===== config.mk =====
export PLATFORM = sky130hd
export DESIGN_NAME = irq_ctrl_flat
export DESIGN_NICKNAME = d
export VERILOG_FILES = /design/src/rtl/irq_pkg.sv /design/src/rtl/irq_if.sv /design/src/rtl/irq_sync_edge.sv /design/src/rtl/irq_ctrl.sv /design/src/flat_wrapper.sv
export SDC_FILE = /design/constraint.sdc
export NUM_CORES = 1
export LEC_CHECK = 0
export ABC_AREA = 1
export BUFFER_PORTS_ARGS = -buffer_cell sky130_fd_sc_hd__clkbuf_2
export CORE_MARGIN = 3
export CORE_UTILIZATION = 54
export DETAILED_ROUTE_END_ITERATION = 8
export GPL_TIMING_DRIVEN = 1
export PLACE_DENSITY = 0.9
export SLEW_MARGIN = 20
export SYNTH_ARGS = -nofsm -noshare
export SYNTH_HDL_FRONTEND = slang
export SYNTH_SLANG_ARGS = --single-unit

===== constraint.sdc =====
create_clock -name clk -period 3.6 [get_ports clk]
set_clock_uncertainty 0.05 [all_clocks]
set_input_delay 0.36 -clock clk [delete_from_list [all_inputs] [get_ports clk]]
set_output_delay 0.36 -clock clk [all_outputs]
set_load 0.05 [all_outputs]

===== src/rtl/irq_pkg.sv =====
// Shared definitions for the interrupt controller: register offsets, FSM
// state encoding and CTRL register field positions.
package irq_pkg;

    localparam int unsigned REG_W = 32;

    // Word offsets on the MIO register port
    localparam logic [1:0] IRQ_PEND = 2'd0;
    localparam logic [1:0] IRQ_MASK = 2'd1;
    localparam logic [1:0] IRQ_MODE = 2'd2;
    localparam logic [1:0] IRQ_CTRL = 2'd3;

    // FSM encoding, also visible in CTRL[30:29]
    typedef enum logic [1:0] {
        IRQ_IDLE = 2'b00,
        IRQ_REQ  = 2'b01,
        IRQ_SVC  = 2'b10
    } irq_state_e;

    // CTRL field positions
    localparam int unsigned CTRL_EOI_BIT   = 0;
    localparam int unsigned CTRL_STATE_LSB = 29;
    localparam int unsigned CTRL_STATE_W   = 2;
    localparam int unsigned CTRL_IREQ_BIT  = 31;

endpackage


===== src/rtl/irq_if.sv =====
// MIO register port plus CPU request/acknowledge handshake.
//   slave  : controller side (irq_ctrl)
//   master : bus decode / CPU side
// Signals: reg_we_i, reg_addr_i[1:0], reg_wdata_i[31:0], reg_rdata_o[31:0],
//          Ireq, Iack, irq_id_o[ID_W-1:0]
interface irq_if #(
    parameter int unsigned ID_W = 4
);
    logic            reg_we_i;
    logic [1:0]      reg_addr_i;
    logic [31:0]     reg_wdata_i;
    logic [31:0]     reg_rdata_o;
    logic            Ireq;
    logic            Iack;
    logic [ID_W-1:0] irq_id_o;

    modport slave (
        input  reg_we_i, reg_addr_i, reg_wdata_i, Iack,
        output reg_rdata_o, Ireq, irq_id_o
    );

    modport master (
        output reg_we_i, reg_addr_i, reg_wdata_i, Iack,
        input  reg_rdata_o, Ireq, irq_id_o
    );
endinterface


===== src/rtl/irq_sync_edge.sv =====
// Single-bit 2-flop synchronizer followed by a rising-edge detector.
//   clk, rst : clock, synchronous active-low reset
//   src      : asynchronous input
//   level    : synchronized level (s2)
//   rise     : one-cycle pulse when s2 goes 0->1
module irq_sync_edge (
    input  logic clk,
    input  logic rst,
    input  logic src,
    output logic level,
    output logic rise
);

    logic s1;
    logic s2;
    logic s2_d;

    // Synchronizer chain plus delay flop for edge detection
    always_ff @(posedge clk) begin
        if (!rst) begin
            s1   <= 1'b0;
            s2   <= 1'b0;
            s2_d <= 1'b0;
        end else begin
            s1   <= src;
            s2   <= s1;
            s2_d <= s2;
        end
    end

    assign level = s2;
    assign rise  = s2 & ~s2_d;

endmodule


===== src/rtl/irq_ctrl.sv =====
// Memory-mapped interrupt controller in front of the CPU Ireq/Iack pins.
// Synchronizes N_SRC sources, latches edges (or follows levels) into PEND,
// masks, priority-encodes (lowest index wins) and runs IDLE/REQ/SERVICE.
//   clk, rst   : clock, synchronous active-low reset
//   irq_src_i  : raw asynchronous sources
//   bus        : register port (PEND/MASK/MODE/CTRL) and Ireq/Iack/irq_id_o
module irq_ctrl #(
    parameter int unsigned N_SRC = 8,
    parameter int unsigned ID_W  = 4
) (
    input  logic             clk,
    input  logic             rst,
    input  logic [N_SRC-1:0] irq_src_i,
    irq_if.slave             bus
);
    import irq_pkg::*;

    logic [N_SRC-1:0] lvl;
    logic [N_SRC-1:0] rise;
    logic [N_SRC-1:0] pend_q;
    logic [N_SRC-1:0] pend_d;
    logic [N_SRC-1:0] mask_q;
    logic [N_SRC-1:0] mode_q;
    logic [N_SRC-1:0] active;
    logic [N_SRC-1:0] clr;
    logic [N_SRC-1:0] wdata_src;

    irq_state_e       state_q;
    irq_state_e       state_d;
    logic [ID_W-1:0]  id_q;
    logic [ID_W-1:0]  id_d;
    logic [ID_W-1:0]  sel_id;
    logic             ireq_q;
    logic             ack_take;

    logic             wr_pend;
    logic             wr_mask;
    logic             wr_mode;
    logic             eoi;
    logic [REG_W-1:0] rdata;
    logic             unused_wdata;

    // Per-source synchronizer and edge detector
    for (genvar g = 0; g < int'(N_SRC); g++) begin : g_sync
        irq_sync_edge u_sync (
            .clk   (clk),
            .rst   (rst),
            .src   (irq_src_i[g]),
            .level (lvl[g]),
            .rise  (rise[g])
        );
    end

    // Register write decode
    assign wdata_src    = bus.reg_wdata_i[N_SRC-1:0];
    assign wr_pend      = bus.reg_we_i && (bus.reg_addr_i == IRQ_PEND);
    assign wr_mask      = bus.reg_we_i && (bus.reg_addr_i == IRQ_MASK);
    assign wr_mode      = bus.reg_we_i && (bus.reg_addr_i == IRQ_MODE);
    assign eoi          = bus.reg_we_i && (bus.reg_addr_i == IRQ_CTRL)
                          && bus.reg_wdata_i[CTRL_EOI_BIT];
    assign unused_wdata = ^bus.reg_wdata_i;

    assign active = pend_q & mask_q;

    // Fixed priority: lowest index wins, so scan downward and let the last hit stand
    always_comb begin
        sel_id = '0;
        for (int i = int'(N_SRC) - 1; i >= 0; i--) begin
            if (active[i]) begin
                sel_id = ID_W'(i);
            end
        end
    end

    // PEND next value; edge-mode set beats a same-cycle W1C or Iack clear
    always_comb begin
        clr    = wr_pend ? wdata_src : '0;
        pend_d = '0;
        for (int i = 0; i < int'(N_SRC); i++) begin
            if (ack_take && (id_q == ID_W'(i))) begin
                clr[i] = 1'b1;
            end
            pend_d[i] = mode_q[i] ? lvl[i] : (rise[i] | (pend_q[i] & ~clr[i]));
        end
    end

    // FSM next state, ID update and acknowledge qualification
    always_comb begin
        state_d  = state_q;
        id_d     = id_q;
        ack_take = 1'b0;
        case (state_q)
            IRQ_IDLE: begin
                if (active != '0) begin
                    state_d = IRQ_REQ;
                    id_d    = sel_id;
                end
            end
            IRQ_REQ: begin
                if (active == '0) begin
                    state_d = IRQ_IDLE;
                end else if (bus.Iack) begin
                    state_d  = IRQ_SVC;
                    ack_take = 1'b1;
                end else begin
                    id_d = sel_id;
                end
            end
            IRQ_SVC: begin
                if (eoi) begin
                    state_d = IRQ_IDLE;
                end
            end
            default: state_d = IRQ_IDLE;
        endcase
    end

    // FSM state register; Ireq registered from the next state so it moves with it
    always_ff @(posedge clk) begin
        if (!rst) begin
            state_q <= IRQ_IDLE;
            id_q    <= '0;
            ireq_q  <= 1'b0;
        end else begin
            state_q <= state_d;
            id_q    <= id_d;
            ireq_q  <= (state_d == IRQ_REQ);
        end
    end

    // PEND / MASK / MODE registers
    always_ff @(posedge clk) begin
        if (!rst) begin
            pend_q <= '0;
            mask_q <= '0;
            mode_q <= '0;
        end else begin
            pend_q <= pend_d;
            if (wr_mask) begin
                mask_q <= wdata_src;
            end
            if (wr_mode) begin
                mode_q <= wdata_src;
            end
        end
    end

    // Combinational read mux
    always_comb begin
        rdata = '0;
        case (bus.reg_addr_i)
            IRQ_PEND: rdata[N_SRC-1:0] = pend_q;
            IRQ_MASK: rdata[N_SRC-1:0] = mask_q;
            IRQ_MODE: rdata[N_SRC-1:0] = mode_q;
            default: begin
                rdata[ID_W-1:0]                          = id_q;
                rdata[CTRL_STATE_LSB +: CTRL_STATE_W]    = state_q;
                rdata[CTRL_IREQ_BIT]                     = ireq_q;
            end
        endcase
    end

    assign bus.reg_rdata_o = rdata;
    assign bus.Ireq        = ireq_q;
    assign bus.irq_id_o    = id_q;

endmodule


===== src/flat_wrapper.sv =====
// flat-port wrapper written by rule: the top's interface ports become plain ports
module irq_ctrl_flat import irq_pkg::*;
#(
    parameter int unsigned N_SRC = 8,
    parameter int unsigned ID_W  = 4
)
  (clk, rst, irq_src_i, bus_reg_we_i, bus_reg_addr_i, bus_reg_wdata_i, bus_Iack, bus_reg_rdata_o, bus_Ireq, bus_irq_id_o);
  irq_if #(.ID_W(ID_W)) bus_i ();
  input  logic clk;
  input  logic rst;
  input  logic [N_SRC-1:0] irq_src_i;
  input wire logic [$bits(bus_i.reg_we_i)-1:0] bus_reg_we_i;
  input wire logic [$bits(bus_i.reg_addr_i)-1:0] bus_reg_addr_i;
  input wire logic [$bits(bus_i.reg_wdata_i)-1:0] bus_reg_wdata_i;
  input wire logic [$bits(bus_i.Iack)-1:0] bus_Iack;
  output wire logic [$bits(bus_i.reg_rdata_o)-1:0] bus_reg_rdata_o;
  output wire logic [$bits(bus_i.Ireq)-1:0] bus_Ireq;
  output wire logic [$bits(bus_i.irq_id_o)-1:0] bus_irq_id_o;
  assign bus_i.reg_we_i = bus_reg_we_i;
  assign bus_i.reg_addr_i = bus_reg_addr_i;
  assign bus_i.reg_wdata_i = bus_reg_wdata_i;
  assign bus_i.Iack = bus_Iack;
  assign bus_reg_rdata_o = bus_i.reg_rdata_o;
  assign bus_Ireq = bus_i.Ireq;
  assign bus_irq_id_o = bus_i.irq_id_o;
  irq_ctrl #(.N_SRC(N_SRC), .ID_W(ID_W)) u_core (.clk(clk), .rst(rst), .irq_src_i(irq_src_i), .bus(bus_i));
endmodule

### Yosys cells after proc, flatten, opt, wreduce, memory -nomap -nowiden

Cells that the tools add are included.

* flip-flop bits (word level): 55
* bits of input ports: 46
* output and inout port bits: 37
* word-level logic and storage cells: 148

* equal/unequal tests: 16
* mux-type cells: 40
* bitwise gates (word level): 41
* reduce and logical (&&, ||, !) cells: 21

Operators by type and width (number)
* 3-bit 2-to-1 mux: 9
* 4-bit one-hot mux with 3 select lines: 2
* 1-bit 2-to-1 mux: 19
* 1-bit bitwise AND: 16
* 4-bit by 3-bit equality test with 1-bit output (second input constant): 4
* 1-bit inverter: 16
* 1-bit logical AND: 13
* 4-bit 2-to-1 mux: 3
* 8-bit bitwise AND: 1
* 4-bit by 2-bit equality test with 1-bit output (second input constant): 2
* 8-bit zero test: 1
* 2-bit 2-to-1 mux: 4
* 8-bit 2-to-1 mux: 1
* 1-bit bitwise OR: 8
* 4-bit one-hot mux with 2 select lines: 1
* 8-bit nonzero test: 1
* 2-bit by 1-bit equality test with 1-bit output (second input constant): 3
* 2-bit equality test (second input constant): 3
* 2-bit one-hot mux with 3 select lines: 1
* 4-bit by 1-bit equality test with 1-bit output (second input constant): 1
* 2-bit zero test: 2
* 4-bit zero test: 1
* 2-bit != test (second input constant): 2
* 4-bit AND reduction: 1
* 3 further kinds: 3

### Logic depth before layout (Yosys ltp)

* word-level depth: 12
* gate-level depth with buffers: 10
* depth with buffers taken out: 10

### Hierarchy

A second synthesis with hierarchy kept.

* cell total of the unflattened synthesis: 337
* area, all modules: 2444.8 um2

Modules (own cells, without submodules)
* irq_ctrl: times used 1, cells an instance 249, area an instance 1704.1 um2, seq. area each 600.6 um2
* irq_sync_edge: times used 8, cells an instance 11, area an instance 92.6 um2, seq. area each 60.1 um2

### Least setup slack after synthesis

OpenSTA, ideal clock, no wires.

* path kind: reg-to-output
* start: register u_core.id_q[1] (netlist: u_core.bus.irq_id_o[1])
* end: output bus_reg_rdata_o[1]
* arrival time: 1.883 ns
* required time: 3.190 ns
* setup slack: 1.307 ns
* stages on the path, launching flop included: 3
* path buffers: 0
* cells stage by stage: dfxtp_1 inv_1 o21ai_0

* word-level cells in the longest chain between the ends: 1

RTL lines
* start, declared: line irq_ctrl.sv:30 `logic [ID_W-1:0] id_q;`
* start signal, assigned: line irq_ctrl.sv:126 `id_q <= id_d;`
* 4-bit one-hot mux with 3 select lines: line irq_ctrl.sv:151 `case (bus.reg_addr_i)`
* end, declared: line flat_wrapper.sv:16 `output wire logic [$bits(bus_i.reg_rdata_o)-1:0] bus_reg_rdata_o;`

No other way between the ends.

### Worst setup path in the final report

* start: input bus_reg_addr_i[0]
* end: output bus_reg_rdata_o[0]

* word-level cells in the longest chain between the ends: 2
* elaborated cells on any way between the ends: 4
* those cells by class: eq/ne (2); mux (1); reduce/logical (1)

RTL lines
* start, declared: line flat_wrapper.sv:13 `input wire logic [$bits(bus_i.reg_addr_i)-1:0] bus_reg_addr_i;`
* 2-bit equality test, or another cell as far along: line irq_ctrl.sv:151
* 4-bit one-hot mux with 3 select lines (*): line irq_ctrl.sv:151

Every way passes the cells marked *; elsewhere a longest branch is shown, timed or not.

==> impl_metrics.yaml <==
clocking:
  h-tree-depth: 2
  ctsResizeCount: 0
  cts_hold_buf: 0
  clkLatencyLatePin_ns: 0.30
  clk_path_buf_depth: 2
  cts_made_buffers: 5
  clkTransAtPathRegs_ns: 0.08
  cts.root.buffer_cell: "clkbuf_8"
  cts_sinks: 54
  postCtsSetupRepairBufs: 0
  cts_tree: "yes"
timing:
  period_share_pct: 53.23
  min_period_ns: 1.916
  whs_ns: 0.1890
  finalSetupTns_ns: 0
  max-slew-margin-rel_pct: 51.13
  tightest_slew_ns: 0.7330
  slew_viol_final: 0
  setup_viol: 0
  finalHoldViolations: 0
  max_freq_mhz: 521.8
  rsz0062_at_grt: "false"
floorplan:
  fp-row-count: 23
  die-area_mm2: 0.005368
  design.core.area_mm2: 0.004173
  die_w_um: 73.27
  pin_count: 83
  die_y_um: 73.27
  initial_utilization_pct: 58.56
synth:
  yosysWarnings: 0
  yosys.cell_count.top_type: "nand2_1"
  synthDistinctLibCells: 26
  yosys.area.top_type_share_pct: 44.24
  synthCells: 352
  synth_common_cells: "128 x nand2_1, 54 x dfxtp_1, 54 x inv_1"
  synth_edf_count: 0
  async_flop_share_pct: 0
  avgSynthCellArea_um2: 6.942
  synth_top_flop_cell: "dfxtp_1"
  synth_seq_cells: 54
  synth.cell_area_mm2: 0.002444
  yosys.area.top_type: "dfxtp_1"
  seq_area_frac_synth_pct: 44.24
  synth_area_leaders: "dfxtp_1 44%, nand2_1 20%, inv_1 8.3%"
critical_path:
  r2r_slack_ns: 2.21
  critPathRequiredTime_ns: 3.19
  rr_startpoint: "u_core.mask_q[0]"
  r2r_cells: 9
  cp-end-kind: "primary output"
  startpoint_type: "input port"
  cp-endpoint: "bus_reg_rdata_o[0]"
  critPathKind: "input port to primary output"
  r2r_end: "u_core.pend_q[4]"
  cp_max_fo: 8
  critPathArrivalTime_ns: 1.51
  critPathLaunch: "bus_reg_addr_i[0]"
power:
  clkPwrFrac_pct: 29.0
  swShare_pct: 28.56
  seqPwrFrac_pct: 56.4
  power.switching_mw: 0.3212
  ir_drop_v: 0.0002845
  power_mw: 1.125
  p_int_mw: 0.8034
  p_leak_nw: 1.435
  pwr-share-comb_pct: 14.6
  power_density_mw_per_mm2: 427.2
layout:
  n_antenna_cell: 0
  drive_above_1_share_pct: 14.32
  area_delta_synth_final_pct: 7.731
  final_cells: 434
  fin_nets: 431
drt:
  met1Wirelength_um: 2118
  drtPass1Iterations: 6
  ant_nets: 0
  via_count: 2079
  route.met2.wl_um: 2333
  drt_iter0_markers: 163
  wl_per_cell_um: 11.20
  via_per_inst: 4.790
  wl_met3_um: 345
  drc: 0
  top_layer: "met4"
  wl_um: 4860
grt:
  track_usage_pct: 19.10
  grt-ovfl-total: 0
  grt_max_degree: 43
  grt_pass1_wl_um: 7955
  grt_pass1_vias: 1879
  grt_antenna_before_repair: 0
outcome:
  status: "complete, no violations"
worst_hold_path:
  hp-class: "input port to register"
  hold_path_startpoint: "irq_src_i[5]"
placement:
  dp.cells: 428
  gp_congestion: 0.9337
  dpl.hpwl_um: 3498
  io_buffers: 36
job:
  drv_cap: 0
[flip-flops by register name (all words and copies together) (netlist names)]
name,cells
u_core.bus.Ireq,1
u_core.pend_q,8
u_core.g_sync.u_sync.s2_d,8
u_core.mask_q,8
u_core.mode_q,8
u_core.bus.irq_id_o,3
u_core.g_sync.u_sync.level,8
u_core.g_sync.u_sync.s1,8
u_core.state_q,2
[final cells by class]
type / instances / area, um^2
inverter: 57 / 214.0
timing repair buffer: 36 / 180.2
clock buffer: 6 / 82.58
fill: 396 / 1540
sequential: 54 / 1081
multi-input combinational: 231 / 1012
tap: 50 / 62.56
[power groups by stage]
stage	registers [mW]	clock network, mW	logic (mW)
after floorplan	0.650	0	0.145
final	0.634	0.326	0.164
after CTS	0.634	0.334	0.164
after global routing	0.636	0.357	0.180
after global placement	0.647	0	0.161
after detailed placement	0.648	0	0.164
[worst max-delay path, cell delays in order]
cell	delay, ns
clkbuf_2	0.14
nor2_2	0.37
inv_1	0.13
o2111ai_1	0.19
clkbuf_2	0.31
[through the flow]
step	utilization (%)	setup WS, ns	instance area, um^2
floorplan	-	1.307	2522
global placement	61.11	1.644	2550
detailed placement	61.11	1.657	2550
CTS	63.09	1.654	2633
global route	63.09	1.607	2633
finish	63.09	1.684	2633
[worst min path at each step]
stage / cells after the start / endpoint / slack, ns
2_1_floorplan: 2 / u_core.g_sync[0].u_sync.level / 0.34
3_3_place_gp: 2 / u_core.g_sync[4].u_sync.level / 0.34
3_5_place_dp: 2 / u_core.g_sync[0].u_sync.level / 0.35
4_1_cts: 3 / u_core.g_sync[6].u_sync.s1 / 0.18
5_1_grt: 3 / u_core.g_sync[7].u_sync.s1 / 0.19
6_report: 3 / u_core.g_sync[5].u_sync.s1 / 0.19
[cells in the final DEF, fill, tap and decap left out]
| cell | Yosys | routed |
|---|---|---|
| a21oi_1 | 21 | 21 |
| a221oi_1 | 1 | 1 |
| a31oi_1 | 1 | 1 |
| clkbuf_2 | 0 | 36 |
| clkbuf_8 | 0 | 6 |
| conb_1 | 1 | 22 |
| dfxtp_1 | 54 | 54 |
| inv_1 | 54 | 54 |
| inv_2 | 3 | 3 |
| nand2_1 | 128 | 128 |
| nand2_2 | 2 | 2 |
| nand2_4 | 1 | 1 |
| nand3_1 | 15 | 15 |
| nand3_2 | 1 | 1 |
| nand3b_2 | 1 | 1 |
| nand4_1 | 8 | 8 |
| nor2_1 | 11 | 11 |
| nor2_2 | 3 | 3 |
| nor2_4 | 2 | 2 |
| nor3_1 | 2 | 2 |
| o2111ai_1 | 1 | 1 |
| o211ai_1 | 1 | 1 |
| o21ai_0 | 8 | 8 |
| o21ai_1 | 2 | 2 |
[logic make-up (layout without fill, tap and decap cells)]
kind of cell	count (synthesis)	count (layout)	share of synthesized area (%)
simple gates	174	174	30.41
buf+inv	88	99	17.56
flops	54	54	44.24
compound gates	35	35	7.630
other cells	1	22	0.1535
[layer usage]
layer / global-route usage [%] / up-vias
met5: 0 / -
met4: 7.787 / 0
met3: 6.019 / 10
met2: 32.57 / 75
met1: 22.02 / 901
li1: - / 1093
(Power assumes the default switching activity.)
